### config.mk
export PLATFORM = sky130hd
export DESIGN_NAME = sram_port_arbiter_flat
export DESIGN_NICKNAME = d
export VERILOG_FILES = /design/src/rtl/sram_pkg.sv /design/src/rtl/sram_port_arbiter_if.sv /design/src/rtl/sram_rd_tracker.sv /design/src/rtl/sram_port_arbiter.sv /design/src/flat_wrapper.sv
export SDC_FILE = /design/constraint.sdc
export NUM_CORES = 1
export LEC_CHECK = 0
export ABC_AREA = 1
export CORE_MARGIN = 2
export CORE_UTILIZATION = 44
export CTS_CLUSTER_DIAMETER = 40
export DETAILED_ROUTE_END_ITERATION = 10
export PLACE_DENSITY = 0.86
export SYNTH_ARGS = -nofsm -noshare
export SYNTH_HDL_FRONTEND = slang
export SYNTH_SLANG_ARGS = --single-unit
### constraint.sdc
create_clock -name clk -period 4.2 [get_ports clk]
set_input_delay 1.26 -clock clk [delete_from_list [all_inputs] [get_ports clk]]
set_output_delay 1.26 -clock clk [all_outputs]
set_load 0.02 [all_outputs]
### src/rtl/sram_pkg.sv
// Shared SRAM definitions: default widths, command record and arbitration grant codes.
package sram_pkg;

   localparam int SRAM_ADDR_W = 18;
   localparam int SRAM_DATA_W = 32;

   typedef struct packed {
      logic                   we;
      logic [SRAM_ADDR_W-1:0] addr;
      logic [SRAM_DATA_W-1:0] wdata;
   } sram_cmd_t;

   typedef enum logic [1:0] {
      GNT_NONE,
      GNT_RD,
      GNT_WR
   } sram_gnt_t;

   // Bits needed to hold a count from 0 up to and including max_val.
   function automatic int cnt_width(input int max_val);
      return $clog2(max_val + 1);
   endfunction

endpackage

### src/rtl/sram_port_arbiter_if.sv
// Command/response channel between the port arbiter (master) and one sram_controller (slave).
interface sram_port_arbiter_if #(
   parameter int ADDR_W = sram_pkg::SRAM_ADDR_W,
   parameter int DATA_W = sram_pkg::SRAM_DATA_W
);
   logic              m_valid;
   logic              m_ready;
   logic              m_we;
   logic [ADDR_W-1:0] m_addr;
   logic [DATA_W-1:0] m_wdata;
   logic              m_rsp_valid;
   logic [DATA_W-1:0] m_rsp_data;

   modport master (
      output m_valid, m_we, m_addr, m_wdata,
      input  m_ready, m_rsp_valid, m_rsp_data
   );

   modport slave (
      input  m_valid, m_we, m_addr, m_wdata,
      output m_ready, m_rsp_valid, m_rsp_data
   );
endinterface

### src/rtl/sram_rd_tracker.sv
// Tracks read commands in flight to the controller and registers the in-order read return.
module sram_rd_tracker
   import sram_pkg::*;
#(
   parameter int DATA_W          = SRAM_DATA_W,
   parameter int MAX_OUTSTANDING = 4
) (
   input  logic              clk,
   input  logic              rst,
   input  logic              fire_rd,
   input  logic              pending_rd,
   input  logic              rsp_valid,
   input  logic [DATA_W-1:0] rsp_data,
   output logic              rd_full,
   output logic              active_nxt,
   output logic              rd_rsp_valid,
   output logic [DATA_W-1:0] rd_rsp_data
);

   localparam int CNT_W = cnt_width(MAX_OUTSTANDING);
   localparam logic [CNT_W:0] MAX_CNT = (CNT_W + 1)'(MAX_OUTSTANDING);

   logic [CNT_W-1:0] outstanding;
   logic [CNT_W-1:0] out_nxt;
   logic             dec;

   // A response with nothing in flight is stray (e.g. from before a reset) and must not underflow.
   assign dec = rsp_valid && (outstanding != '0);

   always_comb begin
      out_nxt = outstanding;
      if (fire_rd && !dec) begin
         out_nxt = outstanding + 1'b1;
      end else if (!fire_rd && dec) begin
         out_nxt = outstanding - 1'b1;
      end
   end

   assign rd_full    = ({1'b0, outstanding} + {{CNT_W{1'b0}}, pending_rd}) >= MAX_CNT;
   assign active_nxt = (out_nxt != '0);

   always_ff @(posedge clk or negedge rst) begin
      if (!rst) begin
         outstanding  <= '0;
         rd_rsp_valid <= 1'b0;
         rd_rsp_data  <= '0;
      end else begin
         outstanding  <= out_nxt;
         rd_rsp_valid <= rsp_valid;
         rd_rsp_data  <= rsp_data;
      end
   end

endmodule

### src/rtl/sram_port_arbiter.sv
// Read-priority arbiter sharing one SRAM controller port between a reader and a writer.
// Optional statistics counters are enabled by defining SRAM_ARB_STATS_EN.
module sram_port_arbiter
   import sram_pkg::*;
#(
   parameter int ADDR_W          = SRAM_ADDR_W,
   parameter int DATA_W          = SRAM_DATA_W,
   parameter int MAX_RD_STREAK   = 8,
   parameter int MAX_OUTSTANDING = 4
) (
   input  logic              clk,
   input  logic              rst,
   input  logic              rd_valid,
   output logic              rd_ready,
   input  logic [ADDR_W-1:0] rd_addr,
   output logic              rd_rsp_valid,
   output logic [DATA_W-1:0] rd_rsp_data,
   input  logic              wr_valid,
   output logic              wr_ready,
   input  logic [ADDR_W-1:0] wr_addr,
   input  logic [DATA_W-1:0] wr_data,
   sram_port_arbiter_if.master m,
   output logic              busy
`ifdef SRAM_ARB_STATS_EN
   ,
   output logic [31:0]       stat_rd_cnt,
   output logic [31:0]       stat_wr_cnt,
   output logic [15:0]       stat_starve_cnt
`endif
);

   localparam logic [7:0] STREAK_MAX = 8'(MAX_RD_STREAK);

   logic      load_ok;
   logic      rd_full;
   logic      rd_elig;
   logic      streak_sat;
   logic      fire_rd;
   logic      pending_rd;
   logic      active_nxt;
   logic      m_valid_nxt;
   logic [7:0] streak;
   sram_gnt_t gnt;

   assign load_ok    = !m.m_valid || m.m_ready;
   assign rd_elig    = rd_valid && !rd_full;
   assign streak_sat = (streak == STREAK_MAX);

   // Reads win unless the writer has waited out a full read streak.
   always_comb begin
      gnt = GNT_NONE;
      if (load_ok) begin
         if (wr_valid && (!rd_elig || streak_sat)) begin
            gnt = GNT_WR;
         end else if (rd_elig) begin
            gnt = GNT_RD;
         end
      end
   end

   assign rd_ready    = (gnt == GNT_RD);
   assign wr_ready    = (gnt == GNT_WR);
   assign fire_rd     = m.m_valid && m.m_ready && !m.m_we;
   assign pending_rd  = m.m_valid && !m.m_we;
   assign m_valid_nxt = load_ok ? (gnt != GNT_NONE) : m.m_valid;

   always_ff @(posedge clk or negedge rst) begin
      if (!rst) begin
         m.m_valid <= 1'b0;
         m.m_we    <= 1'b0;
         m.m_addr  <= '0;
         m.m_wdata <= '0;
      end else if (load_ok) begin
         m.m_valid <= (gnt != GNT_NONE);
         if (gnt == GNT_WR) begin
            m.m_we    <= 1'b1;
            m.m_addr  <= wr_addr;
            m.m_wdata <= wr_data;
         end else if (gnt == GNT_RD) begin
            m.m_we    <= 1'b0;
            m.m_addr  <= rd_addr;
         end
      end
   end

   // The streak only measures reads taken while a write is actually waiting.
   always_ff @(posedge clk or negedge rst) begin
      if (!rst) begin
         streak <= 8'd0;
      end else if (!wr_valid || gnt == GNT_WR) begin
         streak <= 8'd0;
      end else if (gnt == GNT_RD && !streak_sat) begin
         streak <= streak + 8'd1;
      end
   end

   always_ff @(posedge clk or negedge rst) begin
      if (!rst) begin
         busy <= 1'b0;
      end else begin
         busy <= m_valid_nxt || active_nxt;
      end
   end

   sram_rd_tracker #(
      .DATA_W          (DATA_W),
      .MAX_OUTSTANDING (MAX_OUTSTANDING)
   ) u_rd_tracker (
      .clk          (clk),
      .rst          (rst),
      .fire_rd      (fire_rd),
      .pending_rd   (pending_rd),
      .rsp_valid    (m.m_rsp_valid),
      .rsp_data     (m.m_rsp_data),
      .rd_full      (rd_full),
      .active_nxt   (active_nxt),
      .rd_rsp_valid (rd_rsp_valid),
      .rd_rsp_data  (rd_rsp_data)
   );

`ifdef SRAM_ARB_STATS_EN
   // Starvation grants are writes that only won because the read streak saturated.
   always_ff @(posedge clk or negedge rst) begin
      if (!rst) begin
         stat_rd_cnt     <= 32'd0;
         stat_wr_cnt     <= 32'd0;
         stat_starve_cnt <= 16'd0;
      end else begin
         if (m.m_valid && m.m_ready && !m.m_we) begin
            stat_rd_cnt <= stat_rd_cnt + 32'd1;
         end
         if (m.m_valid && m.m_ready && m.m_we) begin
            stat_wr_cnt <= stat_wr_cnt + 32'd1;
         end
         if (gnt == GNT_WR && streak_sat && rd_elig) begin
            stat_starve_cnt <= stat_starve_cnt + 16'd1;
         end
      end
   end
`endif

endmodule
### src/flat_wrapper.sv
// flat-port wrapper written by rule: the top's interface ports become plain ports
module sram_port_arbiter_flat import sram_pkg::*;
#(
   parameter int ADDR_W          = SRAM_ADDR_W,
   parameter int DATA_W          = SRAM_DATA_W,
   parameter int MAX_RD_STREAK   = 8,
   parameter int MAX_OUTSTANDING = 4
)
  (clk, rst, rd_valid, rd_ready, rd_addr, rd_rsp_valid, rd_rsp_data, wr_valid, wr_ready, wr_addr, wr_data, busy, m_m_valid, m_m_we, m_m_addr, m_m_wdata, m_m_ready, m_m_rsp_valid, m_m_rsp_data);
  sram_port_arbiter_if #(.ADDR_W(ADDR_W), .DATA_W(DATA_W)) m_i ();
  input  logic clk;
  input  logic rst;
  input  logic rd_valid;
  output logic rd_ready;
  input  logic [ADDR_W-1:0] rd_addr;
  output logic rd_rsp_valid;
  output logic [DATA_W-1:0] rd_rsp_data;
  input  logic wr_valid;
  output logic wr_ready;
  input  logic [ADDR_W-1:0] wr_addr;
  input  logic [DATA_W-1:0] wr_data;
  output logic busy;
  output wire logic [$bits(m_i.m_valid)-1:0] m_m_valid;
  output wire logic [$bits(m_i.m_we)-1:0] m_m_we;
  output wire logic [$bits(m_i.m_addr)-1:0] m_m_addr;
  output wire logic [$bits(m_i.m_wdata)-1:0] m_m_wdata;
  input wire logic [$bits(m_i.m_ready)-1:0] m_m_ready;
  input wire logic [$bits(m_i.m_rsp_valid)-1:0] m_m_rsp_valid;
  input wire logic [$bits(m_i.m_rsp_data)-1:0] m_m_rsp_data;
  assign m_m_valid = m_i.m_valid;
  assign m_m_we = m_i.m_we;
  assign m_m_addr = m_i.m_addr;
  assign m_m_wdata = m_i.m_wdata;
  assign m_i.m_ready = m_m_ready;
  assign m_i.m_rsp_valid = m_m_rsp_valid;
  assign m_i.m_rsp_data = m_m_rsp_data;
  sram_port_arbiter #(.ADDR_W(ADDR_W), .DATA_W(DATA_W), .MAX_RD_STREAK(MAX_RD_STREAK), .MAX_OUTSTANDING(MAX_OUTSTANDING)) u_core (.clk(clk), .rst(rst), .rd_valid(rd_valid), .rd_ready(rd_ready), .rd_addr(rd_addr), .rd_rsp_valid(rd_rsp_valid), .rd_rsp_data(rd_rsp_data), .wr_valid(wr_valid), .wr_ready(wr_ready), .wr_addr(wr_addr), .wr_data(wr_data), .m(m_i), .busy(busy));
endmodule
# Word level (Yosys, flattened, before mapping)
# Index checks and enable logic that the tools add are counted.
# op_classes
addsub	4
n_mul	0
div_mod_pow	0
magnitude_cmp	1
eq_ne	3
shift	0
mux	12
n_bitwise	0
reduce_logical	28
# op_table
op	count
$mux W18	2
$mux W8	2
$logic_and A1 B1 Y1	9
$add A8 B1 Y8 const B	1
$eq A8 B4 Y1 const B	1
$logic_not A1 Y1	8
$mux W3	2
$reduce_bool A2 Y1	3
$reduce_bool A3 Y1	2
$add A3 B1 Y4	1
$ge A4 B3 Y1 const B	1
$logic_or A1 B1 Y1	4
$mux W1	4
$mux W2	2
$reduce_and A2 Y1	2
$add A3 B1 Y3 const B	1
$sub A3 B1 Y3 const B	1
$eq A2 B1 Y1 const B	1
$eq A2 B2 Y1 const B	1
# totals
register_bits	97
latchBits	0
mem_bits_rw	0
romBits	0
input_bits	106
out_inout_bits	88
n_memories	0

# Logic depth before layout (Yosys ltp)
# logic_depth
depth_word	15
depth_mapped	15

# Modules after synthesis
# A second synthesis with hierarchy kept.
# unflattened
cells_unflattened	415
area_unflattened_um2	3907.5
# modules_own_cells
module	n_inst	cells_each	area_per_inst_um2
sram_port_arbiter	1	347	2831.5
sram_rd_tracker	1	68	1076.0

# Least setup slack after synthesis
# Ideal clock, no wire load.
# synth_timing
kind	input to output
from	in m_m_ready
to	out wr_ready
arrival_time_ns	2.022
setup_slack_ns	0.918
stages	4
n_path_buf	0
cell_sequence	nor2_4 inv_6 nand3_1 ha_1
# synth_via
elab_chain_cells	3
# synth_rtl
element	line	rtl
start, declared	flat_wrapper.sv:27	input wire logic [$bits(m_i.m_ready)-1:0] m_m_ready;
$logic_or A1 B1 Y1	sram_port_arbiter.sv:45	assign load_ok = !m.m_valid || m.m_ready;
$mux W2	sram_port_arbiter.sv:52	if (load_ok) begin
$eq A2 B2 Y1	sram_port_arbiter.sv:62	assign wr_ready = (gnt == GNT_WR);
end, declared	flat_wrapper.sv:19	output logic wr_ready;
# Every way passes these cells.

# Worst setup path in the final report
# layout_timing
from	in rd_valid
to	out wr_ready
# layout_via
elab_chain_cells	7
elab_cells_between_ends	8
classes_between	1 x eq/ne; 3 x mux; 4 x reduce/logical
# layout_rtl
element	line	rtl
start, declared	flat_wrapper.sv:13	input logic rd_valid;
$logic_and A1 B1 Y1 (*)	sram_port_arbiter.sv:46	assign rd_elig = rd_valid && !rd_full;
$logic_not A1 Y1	sram_port_arbiter.sv:53	if (wr_valid && (!rd_elig || streak_sat)) begin
$logic_or A1 B1 Y1	sram_port_arbiter.sv:53	
$logic_and A1 B1 Y1	sram_port_arbiter.sv:53	
$mux W2 (*)	sram_port_arbiter.sv:53	
$mux W2 (*)	sram_port_arbiter.sv:52	
$eq A2 B2 Y1 (*)	sram_port_arbiter.sv:62	
# Every way passes the cells marked *; elsewhere a longest branch is shown, timed or not.

==> metrics.txt <==
total wire length 10,200 um; post-route minimum period 4.02 ns; flops & latches, synth 97; Leak 2.80 nW; Non-Filler Instances 643; Setup Skew 0.0135 ns; internal power 2.46 mW; vias in the first global route 3,219; H-tree levels 3; CTS Sinks 97; total chip power 3.87 mW; antenna viol nets, final 0; routability cong. 0.827; first-pass GRT wire length 16,100 um; IO Count 194; GRT Overall Usage 0.209; fin crit share 0.956; Syn-to-layout area delta 54.9%; share of layout cells above drive strength 1 0.125; Synth top area share 0.609; initial antenna violation count 0; Post-Synthesis Cells 330; max-cap violations 0; CP max-delay cell clkdlybuf4s50_1; Crit path max-delay family buffers and inverters; clock power share 0.160; total CTS buffers 9; Setup CP Type primary input to output port; syn nets 444; CTS root buf clkbuf_8; Reg power frac 0.362; fill count 649; grt ovf 0; Sw Share 0.364; Worst slew margin 0.578; sequential share of the synthesized area 0.609; aggregate negative setup slack 0 ns; Nets 645; measured slew at the worst slew-check pin 0.633 ns; Starting Density 0.455; crit-path max FO 3; std cell rows 34; Pwr Density 626 nW/um^2; Cells after DPL 628; Hold Vio Cnt, Final 0; Yosys cell types 29; max-slew violations 0; TritonCTS clock tree built; Vias/cell 4.84; mean post-synth cell area 12.1 sq um; die width 99.2 um; critical-path cell list clkdlybuf4s50_1, nand2_1, nor2_1, nand2_1, nand2_1, nand3_1, ha_1, dlygate4sd2_1; DRT iter0 DRCs 100; Yosys top cell by area dfrtp_1; number of diodes 0; Comb pwr share 0.478; Worst VDD drop 307 uV; RSZ-0062 raised after global routing no; largest net degree at the start of global routing 50; # port buffers 193; later-pin clock latency in the skew report 0.35 ns; post-DP HPWL 7880 um; Final setup viols 0; Synth Cell Area 3990 sq um; fmax 0.249 GHz; die area 9840 sq um; critical path arrival 2.76 ns; CTS max path bufs 2; residual DRC count 0; Die Height 99.2 um; Hold/Removal Path Class register to register; core area 8760 sq um; synth top area cells dfrtp_1, mux2_4, nand2_1, nor2_1, a31oi_1; WP buf/inv 2; status complete, no violations; crit-path most repeated cell nand2_1; CP Launch Type primary input; Syn. warnings 0; DR pass1 iterations 4; Via Count 3,114; CP required 2.94 ns; CP Capture Type output port; clock-pin slew on the worst setup and hold paths 0.09 ns; max incr delay on CP 0.45 ns; Avg WL per Cell 15.9 um; Psw 1.41 mW
-- worst paths after layout --
path                                            from              endpoint  slack (ns)  cells after the start
worst min register to register  u_core.m.m_wdata[25]  u_core.m.m_wdata[25]        0.52                      1
min in group asynchronous                        rst   u_core.m.m_wdata[3]        0.91                      1
worst max register to register      u_core.streak[0]  u_core.m.m_wdata[23]        1.66                     12
max in group asynchronous                        rst   u_core.m.m_addr[13]        2.44                      2
worst min-delay path            u_core.m.m_wdata[25]  u_core.m.m_wdata[25]        0.52                      1
worst max-delay path                        rd_valid              wr_ready        0.18                      8
-- flip-flops by register name, summed over array words and instances (netlist names) --
register                          count
u_core.busy                           1
u_core.u_rd_tracker.outstanding       3
u_core.streak                         8
u_core.u_rd_tracker.rd_rsp_valid      1
u_core.m.m_addr                      18
u_core.m.m_valid                      1
u_core.m.m_wdata                     32
u_core.m.m_we                         1
u_core.u_rd_tracker.rd_rsp_data      32
-- area by class of cell --
type	count	area [sq um]	area share
timing repair buffer	199	1970	0.319
clock buffer	9	124	0.0201
multi-input combinational	198	1340	0.217
sequential	97	2430	0.393
inverter	26	105	0.0170
tap	108	135	0.0219
clock inverter	6	75.1	0.0122
-- placed cells by master (no fill, tap or decap) --
cell               n
bufinv_16          1
nor2_2             2
xor2_1             2
inv_4              1
clkinvlp_4         1
o21bai_1           2
nand2_8            1
o21ai_2            1
clkbuf_8           9
o21ai_0            5
inv_2              3
nor2_1            32
o211ai_1           1
a31oi_1           18
mux2_4            30
inv_1             21
nand3_1           16
nand2_1           68
inv_6              4
nor2_4             2
buf_4              7
inv_8              1
nand2_4            1
clkdlybuf4s50_1  190
o21ai_1            2
dlygate4sd2_1      2
mux2_2             2
ha_1               8
nor2_8             1
nand4_1            2
dfrtp_1           97
nand3b_1           2
-- repair_timing --
item | in CTS | in global routing
gates resized for setup | 2 | 0
setup endpoints to repair | 2 | 0
hold buffers | 0 | 0
buffers inserted | 0 | 0
-- stage by stage --
stage	hold slack, ns	util	worst slack [ns]	area, sq um
after detailed placement	0.498	0.682	-0.0825	5980
after CTS	0.522	0.705	0.184	6180
after global routing	0.531	0.705	0.0791	6180
final	0.522	0.705	0.183	6180
after global placement	0.490	0.682	-0.0605	5980
after floorplan	0.488	-	0.918	3990
-- kinds of logic (layout without fill, tap and decap cells) --
group,count (synthesis),count (layout),share of synthesized area
buffers and inverters,35,240,0.0558
AO/OA/AOI/OAI,29,29,0.0449
adder cells (fa/ha/maj),8,8,0.0251
XOR/XNOR,2,2,0.00439
flip-flops,97,97,0.609
AND/OR/NAND/NOR,127,127,0.143
multiplexers,32,32,0.119
-- Yosys cell counts, drive strengths merged --
library cell  count
a31oi            18
buf               9
dfrtp            97
ha                8
inv              26
mux2             32
nand2            70
nand3            16
nand3b            2
nand4             2
nor2             37
o211ai            1
o21ai             8
o21bai            2
xor2              2
-- power groups by stage --
| stage | Combinational, mW | Clock [mW] | Sequential, mW |
|---|---|---|---|
| finish | 1.85 | 0.618 | 1.40 |
| global route | 1.99 | 0.674 | 1.44 |
| CTS | 1.87 | 0.638 | 1.40 |
| detailed placement | 1.87 | 0 | 1.42 |
| global placement | 1.82 | 0 | 1.40 |
| floorplan | 0.758 | 0 | 1.73 |
-- per-layer routing --
metal  routed length, um  track usage
met1                4010        0.248
met2                5160        0.369
met3                 878       0.0576
met4                 159       0.0664
met5                   0            0
(Power assumes the default switching activity.)
